[config.mk]
export PLATFORM = sky130hd
export DESIGN_NAME = bit_stuff_engine_flat
export DESIGN_NICKNAME = d
export VERILOG_FILES = /design/src/rtl/bit_stuff_pkg.sv /design/src/rtl/bit_stuff_engine_if.sv /design/src/rtl/bit_stuff_outreg.sv /design/src/rtl/bit_stuff_engine.sv /design/src/flat_wrapper.sv
export SDC_FILE = /design/constraint.sdc
export NUM_CORES = 1
export LEC_CHECK = 0
export CORE_UTILIZATION = 48
export CTS_CLUSTER_SIZE = 28
export DETAILED_ROUTE_END_ITERATION = 10
export PLACE_DENSITY_LB_ADDON = 0.08
export SYNTH_ARGS = -nofsm -noshare
export SYNTH_HDL_FRONTEND = slang
export SYNTH_SLANG_ARGS = --single-unit
export TNS_END_PERCENT = 100
[constraint.sdc]
create_clock -name clk -period 2.3 [get_ports clk]
set_clock_uncertainty 0.1 [all_clocks]
set_input_delay 0.46 -clock clk [delete_from_list [all_inputs] [get_ports clk]]
set_output_delay 0.46 -clock clk [all_outputs]
set_load 0.03 [all_outputs]
[src/rtl/bit_stuff_pkg.sv]
// Shared constants and FSM state type for the bit stuffing/destuffing engine.
package bit_stuff_pkg;

  localparam int MODE_STUFF   = 0;
  localparam int MODE_DESTUFF = 1;

  localparam int DEF_RUN_LEN = 5;
  localparam int DEF_CNT_W   = 13;

  typedef enum logic [1:0] {
    PASS,
    INSERT,
    DROP
  } state_e;

endpackage

[src/rtl/bit_stuff_engine_if.sv]
// Serial bit stream handshake: upstream input channel plus downstream output channel.
interface bit_stuff_engine_if;

  logic in_valid;
  logic in_ready;
  logic in_bit;
  logic in_last;
  logic out_valid;
  logic out_ready;
  logic out_bit;
  logic out_last;

  modport master (
    output in_valid, in_bit, in_last, out_ready,
    input  in_ready, out_valid, out_bit, out_last
  );

  modport slave (
    input  in_valid, in_bit, in_last, out_ready,
    output in_ready, out_valid, out_bit, out_last
  );

endinterface

[src/rtl/bit_stuff_outreg.sv]
// One-entry valid/ready output register; the held bit stays stable until transferred.
module bit_stuff_outreg (
  input  logic clk,
  input  logic rst,
  input  logic load_i,
  input  logic bit_i,
  input  logic last_i,
  input  logic ready_i,
  output logic valid_o,
  output logic bit_o,
  output logic last_o,
  output logic free_o
);

  logic valid_q, valid_d;
  logic bit_q, bit_d;
  logic last_q, last_d;

  // The caller only loads when free_o is high, so a load never overwrites a held bit.
  assign free_o = !valid_q || ready_i;

  // NOTE: every always_comb output gets a default first so no path can infer a latch.
  always_comb begin
    valid_d = valid_q;
    bit_d   = bit_q;
    last_d  = last_q;
    if (load_i) begin
      valid_d = 1'b1;
      bit_d   = bit_i;
      last_d  = last_i;
    end else if (ready_i) begin
      valid_d = 1'b0;
    end
  end

  // NOTE: state registers use non-blocking assignments; reset is synchronous here.
  always_ff @(posedge clk) begin
    if (rst) begin
      valid_q <= 1'b0;
      bit_q   <= 1'b0;
      last_q  <= 1'b0;
    end else begin
      valid_q <= valid_d;
      bit_q   <= bit_d;
      last_q  <= last_d;
    end
  end

  assign valid_o = valid_q;
  assign bit_o   = bit_q;
  assign last_o  = last_q;

endmodule

[src/rtl/bit_stuff_engine.sv]
// Streaming bit stuffer (MODE=0) / destuffer (MODE=1), one bit per cycle, with
// per-frame event counter. frame_done and stuff_err are combinational pulses.
module bit_stuff_engine
  import bit_stuff_pkg::*;
#(
  parameter int   MODE      = MODE_STUFF,
  parameter int   RUN_LEN   = DEF_RUN_LEN,
  parameter logic STUFF_BIT = 1'b0,
  parameter int   CNT_W     = DEF_CNT_W
) (
  input  logic             clk,
  input  logic             rst,
  input  logic             clr,
  bit_stuff_engine_if.slave bus,
  output logic             frame_done,
  output logic             stuff_err,
  output logic [CNT_W-1:0] stuff_cnt
);

  localparam logic [3:0]       RUN_LAST = 4'(RUN_LEN - 1);
  localparam logic [3:0]       RUN_FULL = 4'(RUN_LEN);
  localparam logic [CNT_W-1:0] CNT_MAX  = '1;

  state_e           state_q, state_d;
  logic [3:0]       run_q, run_d;
  logic [CNT_W-1:0] live_q, live_d;
  logic [CNT_W-1:0] cnt_q, cnt_d;
  logic             last_pend_q, last_pend_d;

  logic             sync_clr;
  logic             slot_free;
  logic             accept;
  logic             run_hit;
  logic             load, load_bit, load_last;
  logic [CNT_W-1:0] live_inc;

  assign sync_clr     = rst || clr;
  assign bus.in_ready = !sync_clr && (state_q != INSERT) && slot_free;
  assign accept       = bus.in_valid && bus.in_ready;
  assign run_hit      = bus.in_bit && (run_q == RUN_LAST);
  assign live_inc     = (live_q == CNT_MAX) ? live_q : live_q + 1'b1;

  always_comb begin
    state_d     = state_q;
    run_d       = run_q;
    live_d      = live_q;
    cnt_d       = cnt_q;
    last_pend_d = last_pend_q;
    load        = 1'b0;
    load_bit    = bus.in_bit;
    load_last   = bus.in_last;
    frame_done  = 1'b0;
    stuff_err   = 1'b0;

    unique case (state_q)
      PASS: begin
        if (accept) begin
          load = 1'b1;
          if (run_hit) begin
            run_d = RUN_FULL;
            if (MODE == MODE_STUFF) begin
              // Frame end moves onto the stuffed bit that follows this one.
              state_d     = INSERT;
              last_pend_d = bus.in_last;
              load_last   = 1'b0;
            end else begin
              state_d = DROP;
            end
          end else begin
            run_d = bus.in_bit ? run_q + 4'd1 : 4'd0;
          end
          if (bus.in_last && !(run_hit && (MODE == MODE_STUFF))) begin
            frame_done = 1'b1;
            cnt_d      = live_q;
            live_d     = '0;
            run_d      = 4'd0;
            state_d    = PASS;
          end
        end
      end

      INSERT: begin
        if (slot_free && !sync_clr) begin
          load        = 1'b1;
          load_bit    = STUFF_BIT;
          load_last   = last_pend_q;
          run_d       = 4'd0;
          live_d      = live_inc;
          last_pend_d = 1'b0;
          state_d     = PASS;
          if (last_pend_q) begin
            frame_done = 1'b1;
            cnt_d      = live_inc;
            live_d     = '0;
          end
        end
      end

      DROP: begin
        if (accept) begin
          run_d     = 4'd0;
          live_d    = live_inc;
          stuff_err = (bus.in_bit != STUFF_BIT);
          state_d   = PASS;
          if (bus.in_last) begin
            frame_done = 1'b1;
            cnt_d      = live_inc;
            live_d     = '0;
          end
        end
      end

      default: state_d = PASS;
    endcase
  end

  always_ff @(posedge clk) begin
    if (sync_clr) begin
      state_q     <= PASS;
      run_q       <= 4'd0;
      live_q      <= '0;
      cnt_q       <= '0;
      last_pend_q <= 1'b0;
    end else begin
      state_q     <= state_d;
      run_q       <= run_d;
      live_q      <= live_d;
      cnt_q       <= cnt_d;
      last_pend_q <= last_pend_d;
    end
  end

  bit_stuff_outreg u_outreg (
    .clk     (clk),
    .rst     (sync_clr),
    .load_i  (load),
    .bit_i   (load_bit),
    .last_i  (load_last),
    .ready_i (bus.out_ready),
    .valid_o (bus.out_valid),
    .bit_o   (bus.out_bit),
    .last_o  (bus.out_last),
    .free_o  (slot_free)
  );

  assign stuff_cnt = cnt_q;

endmodule

[src/flat_wrapper.sv]
// flat-port wrapper written by rule: the top's interface ports become plain ports
module bit_stuff_engine_flat import bit_stuff_pkg::*;
#(
  parameter int   MODE      = MODE_STUFF,
  parameter int   RUN_LEN   = DEF_RUN_LEN,
  parameter logic STUFF_BIT = 1'b0,
  parameter int   CNT_W     = DEF_CNT_W
)
  (clk, rst, clr, frame_done, stuff_err, stuff_cnt, bus_in_valid, bus_in_bit, bus_in_last, bus_out_ready, bus_in_ready, bus_out_valid, bus_out_bit, bus_out_last);
  bit_stuff_engine_if bus_i ();
  input  logic clk;
  input  logic rst;
  input  logic clr;
  output logic frame_done;
  output logic stuff_err;
  output logic [CNT_W-1:0] stuff_cnt;
  input wire logic [$bits(bus_i.in_valid)-1:0] bus_in_valid;
  input wire logic [$bits(bus_i.in_bit)-1:0] bus_in_bit;
  input wire logic [$bits(bus_i.in_last)-1:0] bus_in_last;
  input wire logic [$bits(bus_i.out_ready)-1:0] bus_out_ready;
  output wire logic [$bits(bus_i.in_ready)-1:0] bus_in_ready;
  output wire logic [$bits(bus_i.out_valid)-1:0] bus_out_valid;
  output wire logic [$bits(bus_i.out_bit)-1:0] bus_out_bit;
  output wire logic [$bits(bus_i.out_last)-1:0] bus_out_last;
  assign bus_i.in_valid = bus_in_valid;
  assign bus_i.in_bit = bus_in_bit;
  assign bus_i.in_last = bus_in_last;
  assign bus_i.out_ready = bus_out_ready;
  assign bus_in_ready = bus_i.in_ready;
  assign bus_out_valid = bus_i.out_valid;
  assign bus_out_bit = bus_i.out_bit;
  assign bus_out_last = bus_i.out_last;
  bit_stuff_engine #(.MODE(MODE), .RUN_LEN(RUN_LEN), .STUFF_BIT(STUFF_BIT), .CNT_W(CNT_W)) u_core (.clk(clk), .rst(rst), .clr(clr), .bus(bus_i), .frame_done(frame_done), .stuff_err(stuff_err), .stuff_cnt(stuff_cnt));
endmodule
==> results.md, run 1 <==
* Worst setup path startpoint: bus_in_bit
* Required time of the worst setup path at 1.74 ns
* Filler cells at 329
* Net Sw Power at 0.274 mW
* I/O Pins at 26
* Crit Reg-Reg Startpoint: u_core.live_q[9]
* Die Y-Extent at 63.6 µm
* Total number of vias at 1769
* Final Critical Period at 2.21 ns
* Pin count of the biggest net entering global routing at 18
* Sequential share of power at 0.512
* Fraction of layout instances using a drive strength above 1 at 0.173
* Ordered cell list for the critical path: clkdlybuf4s50_1 -> nand4b_1 -> a32o_1 -> nand3_2 -> inv_1 -> buf_4
* Clock input transition at the sequential cells of the worst setup and hold paths at 0.07 ns
* Proportion of synthesized chip area in sequential cells at 0.385
* Number of synthesis warnings at 0
* Setup repair after global routing missed its margin: no
* Peak fanout along the critical path at 3
* Summed area of non-filler cells in the final layout at 2360 µm²
* Endpoint kind of the worst setup timing path: primary output
* Combinational share of power at 0.080
* Layout Utilization at 0.646
* Internal power component at 0.931 mW
* Slowest Stage Delay on Critical Path at 0.48 ns
* Cell class contributing the biggest share of worst-path delay: buffers and inverters
* Number of enable flip-flop cells after synthesis at 0
* Instance area after placement at 2230 µm²
* Die ar. at 4040 µm²
* Gpl congestion at 0.843
* Worst setup SP type: input pin
* Core Box Area at 3660 µm²
* Min-Delay Startpoint: u_core.stuff_cnt[8]
* Diodes inserted at 0
* Number of buffers inserted by port buffering at 24
* Share of the synthesized area in the top cell type at 0.385
* Die X-Extent at 63.6 µm
* Grt ovf at 0
* Synthesized area per cell at 7.95 µm²
* Cts repair resizes at 0
* Library cells used by synthesis at 49
* Slowest stage cell on the critical path: sky130_fd_sc_hd__clkdlybuf4s50_1
* Total of flip-flops plus latches after synthesis at 35
* Power per Cell Area at 510 nW/µm²
* Synth area leaders: sky130_fd_sc_hd__dfxtp_1 38%, sky130_fd_sc_hd__a21oi_1 8.0%, sky130_fd_sc_hd__nand3_1 5.2%, sky130_fd_sc_hd__nor2_1 4.9%, sky130_fd_sc_hd__o21ai_0 4.7%
* Total setup violations reported at the end of the flow at 0
* DP HPWL at 3100 µm
* Number of buffers inserted to repair setup after CTS at 0
* Wire length of the first global-routing pass at 7530 µm
* Share of synthesized registers carrying an async set or reset at 0
* 1st-iter DRT viols at 104
* Clk pwr share at 0.408
* Number of buffers inserted during clock tree synthesis at 5
* DRC violation count after routing at 1
* Endpoints failing hold at 0
* Starting utilization of the core area at 0.497
* Crit path buffers/inverters at 3
* CTS tree: yes
* Fin nets at 281
* Root buffer cell: sky130_fd_sc_hd__clkbuf_8
* Vias per std cell at 5.53
* Worst IR Drop VDD at 261 µV
* Total wire length after detailed routing at 4420 µm
* Wire per inst at 13.8 µm
* Global-route usage over all layers at 0.241
* Cell count after synthesis at 229
* Post-CTS Hold Buffers at 0
* Status: finished, violations left
* Sink count of the clock tree at 35
* Number of global-route vias before repair at 1601
* Fraction of power spent switching nets at 0.228
* Mapped cell area at 1820 µm²
* Floorplan row count at 22
* Leakage power summed over all cells at 0.854 nW
* Highest Clock Rate at 452 MHz
* Fraction of the cycle the final worst path needs at 0.962
* H-tree level count at 2
* Number of buffers on the longest clock path at 2
* Number of max-slew violations in the final report at 0
* Setup CP Type: input pin to primary output
* Area growth from synthesis to layout at 29.9%
* CP Data Arrival Time at 1.65 ns
* Number of violations of the max-capacitance limit at 0
* Cell type with the highest aggregate area in the netlist: sky130_fd_sc_hd__dfxtp_1
* Tot Pwr at 1.21 mW
* Syn_nets at 239
* Antenna violations before repair at 0
* Violated checks: DRC
* Synth Flop Type: sky130_fd_sc_hd__dfxtp_1
* First drt pass iteration count at 7
* Routed Antenna Nets at 0
* Worst skew pair latency at 0.28 ns
* Class of the most critical hold timing path: register to register
Yosys cell counts, drive strengths merged (4+ instances only):
| master | count |
|---|---|
| a21oi | 29 |
| a31oi | 7 |
| buf | 5 |
| clkbuf | 10 |
| dfxtp | 35 |
| inv | 5 |
| nand2 | 14 |
| nand2b | 4 |
| nand3 | 19 |
| nand4 | 5 |
| nor2 | 24 |
| nor3 | 7 |
| o21ai | 18 |
| xor2 | 4 |
state kept, by name, indices dropped and copies added (netlist names):
| signal | flops |
|---|---|
| u_core.run_q | 4 |
| u_core.u_outreg.last_o | 1 |
| u_core.u_outreg.bit_o | 1 |
| u_core.last_pend_q | 1 |
| u_core.stuff_cnt | 13 |
| u_core.live_q | 13 |
| u_core.u_outreg.valid_o | 1 |
| u_core.state_q | 1 |
area by class of cell:
| type | count | area, µm² | share of cell area |
|---|---|---|---|
| well taps | 48 | 60.1 | 0.0254 |
| multi-input cells | 174 | 1050 | 0.446 |
| inverters | 5 | 18.8 | 0.00794 |
| flip-flops and latches | 35 | 702 | 0.297 |
| repair buffers | 50 | 430 | 0.182 |
| clock buffers | 8 | 100 | 0.0423 |
layer usage:
metal,wire length [µm],track usage
met2,2020,0.366
met5,0,0
met3,196,0.0543
met1,2140,0.320
met4,62,0.116
through the flow:
step	setup slack (ns)	hold WS [ns]	std cells	TNS, ns
floorplan	0.0249	0.370	229	0
global placement	-0.150	0.341	312	-1.00
detailed placement	-0.186	0.340	312	-1.41
CTS	0.0349	0.353	320	0
global route	0.00220	0.369	320	0
finish	0.0868	0.352	320	0
logic make-up (layout without fill, tap and decap cells):
group	after synthesis	count (layout)	synth area share
other	1	1	0.00206
AO/OA/AOI/OAI	72	72	0.244
flip-flops	35	35	0.385
AND/OR/NAND/NOR	90	90	0.254
multiplexers	2	2	0.0137
adder cells (fa/ha/maj)	3	3	0.0206
buffers and inverters	20	63	0.0522
XOR/XNOR	6	6	0.0289
cells in the final DEF (no fill, tap or decap), drive strengths merged, types with 2 or more instances in the layout:
cell type and instances:
nor4 2, xor2 4, o21ai 18, xnor2 2, clkbuf 8, nor2 24, a32o 3, ha 3
buf 28, a21oi 29, nand3 19, nand2b 4, inv 5, clkdlybuf4s50 22, and4 2, a211oi 2
nand4 5, nor2b 3, a22o 3, nand2 14, nor3 7, dfxtp 35, or2 3, a31oi 7
a41oi 2
power by group through the flow:
| stage | sequential [mW] | combinational, mW | clock, mW |
|---|---|---|---|
| 6_report | 0.618 | 0.0964 | 0.492 |
| 5_1_grt | 0.618 | 0.105 | 0.539 |
| 4_1_cts | 0.618 | 0.0942 | 0.503 |
| 3_5_place_dp | 0.631 | 0.0939 | 0 |
| 3_3_place_gp | 0.631 | 0.0937 | 0 |
| 2_1_floorplan | 0.635 | 0.0467 | 0 |
path summary, 6_finish.rpt:
path                              end  slack, ns  cells after the start
setup / recovery           frame_done       0.09                      6
hold / removal    u_core.stuff_cnt[8]       0.35                      2
setup reg to reg  u_core.stuff_cnt[3]       0.34                      7
hold reg to reg   u_core.stuff_cnt[8]       0.35                      2
worst reg2reg max path, delay by kind of cell, from the launching register on:
| family | cells | cell delay, ns |
|---|---|---|
| DFF | 1 | 0.46 |
| AOI/OAI and AO/OA | 2 | 0.46 |
| buffers and inverters | 2 | 0.42 |
| and+or+nand+nor | 2 | 0.31 |
| xor gates and xnor gates | 1 | 0.12 |
(Power assumes the default switching activity.)
==> inputs of run 2 (changes only) <==
--- a/config.mk
+++ b/config.mk
@@ -8,6 +8,7 @@
 export CORE_UTILIZATION = 48
 export CTS_CLUSTER_SIZE = 28
 export DETAILED_ROUTE_END_ITERATION = 10
+export GPL_ROUTABILITY_DRIVEN = 1
 export PLACE_DENSITY_LB_ADDON = 0.08
 export SYNTH_ARGS = -nofsm -noshare
 export SYNTH_HDL_FRONTEND = slang
==> results of run 2 <==
The final DEF is identical to that of run 1; final timing and power are the same.
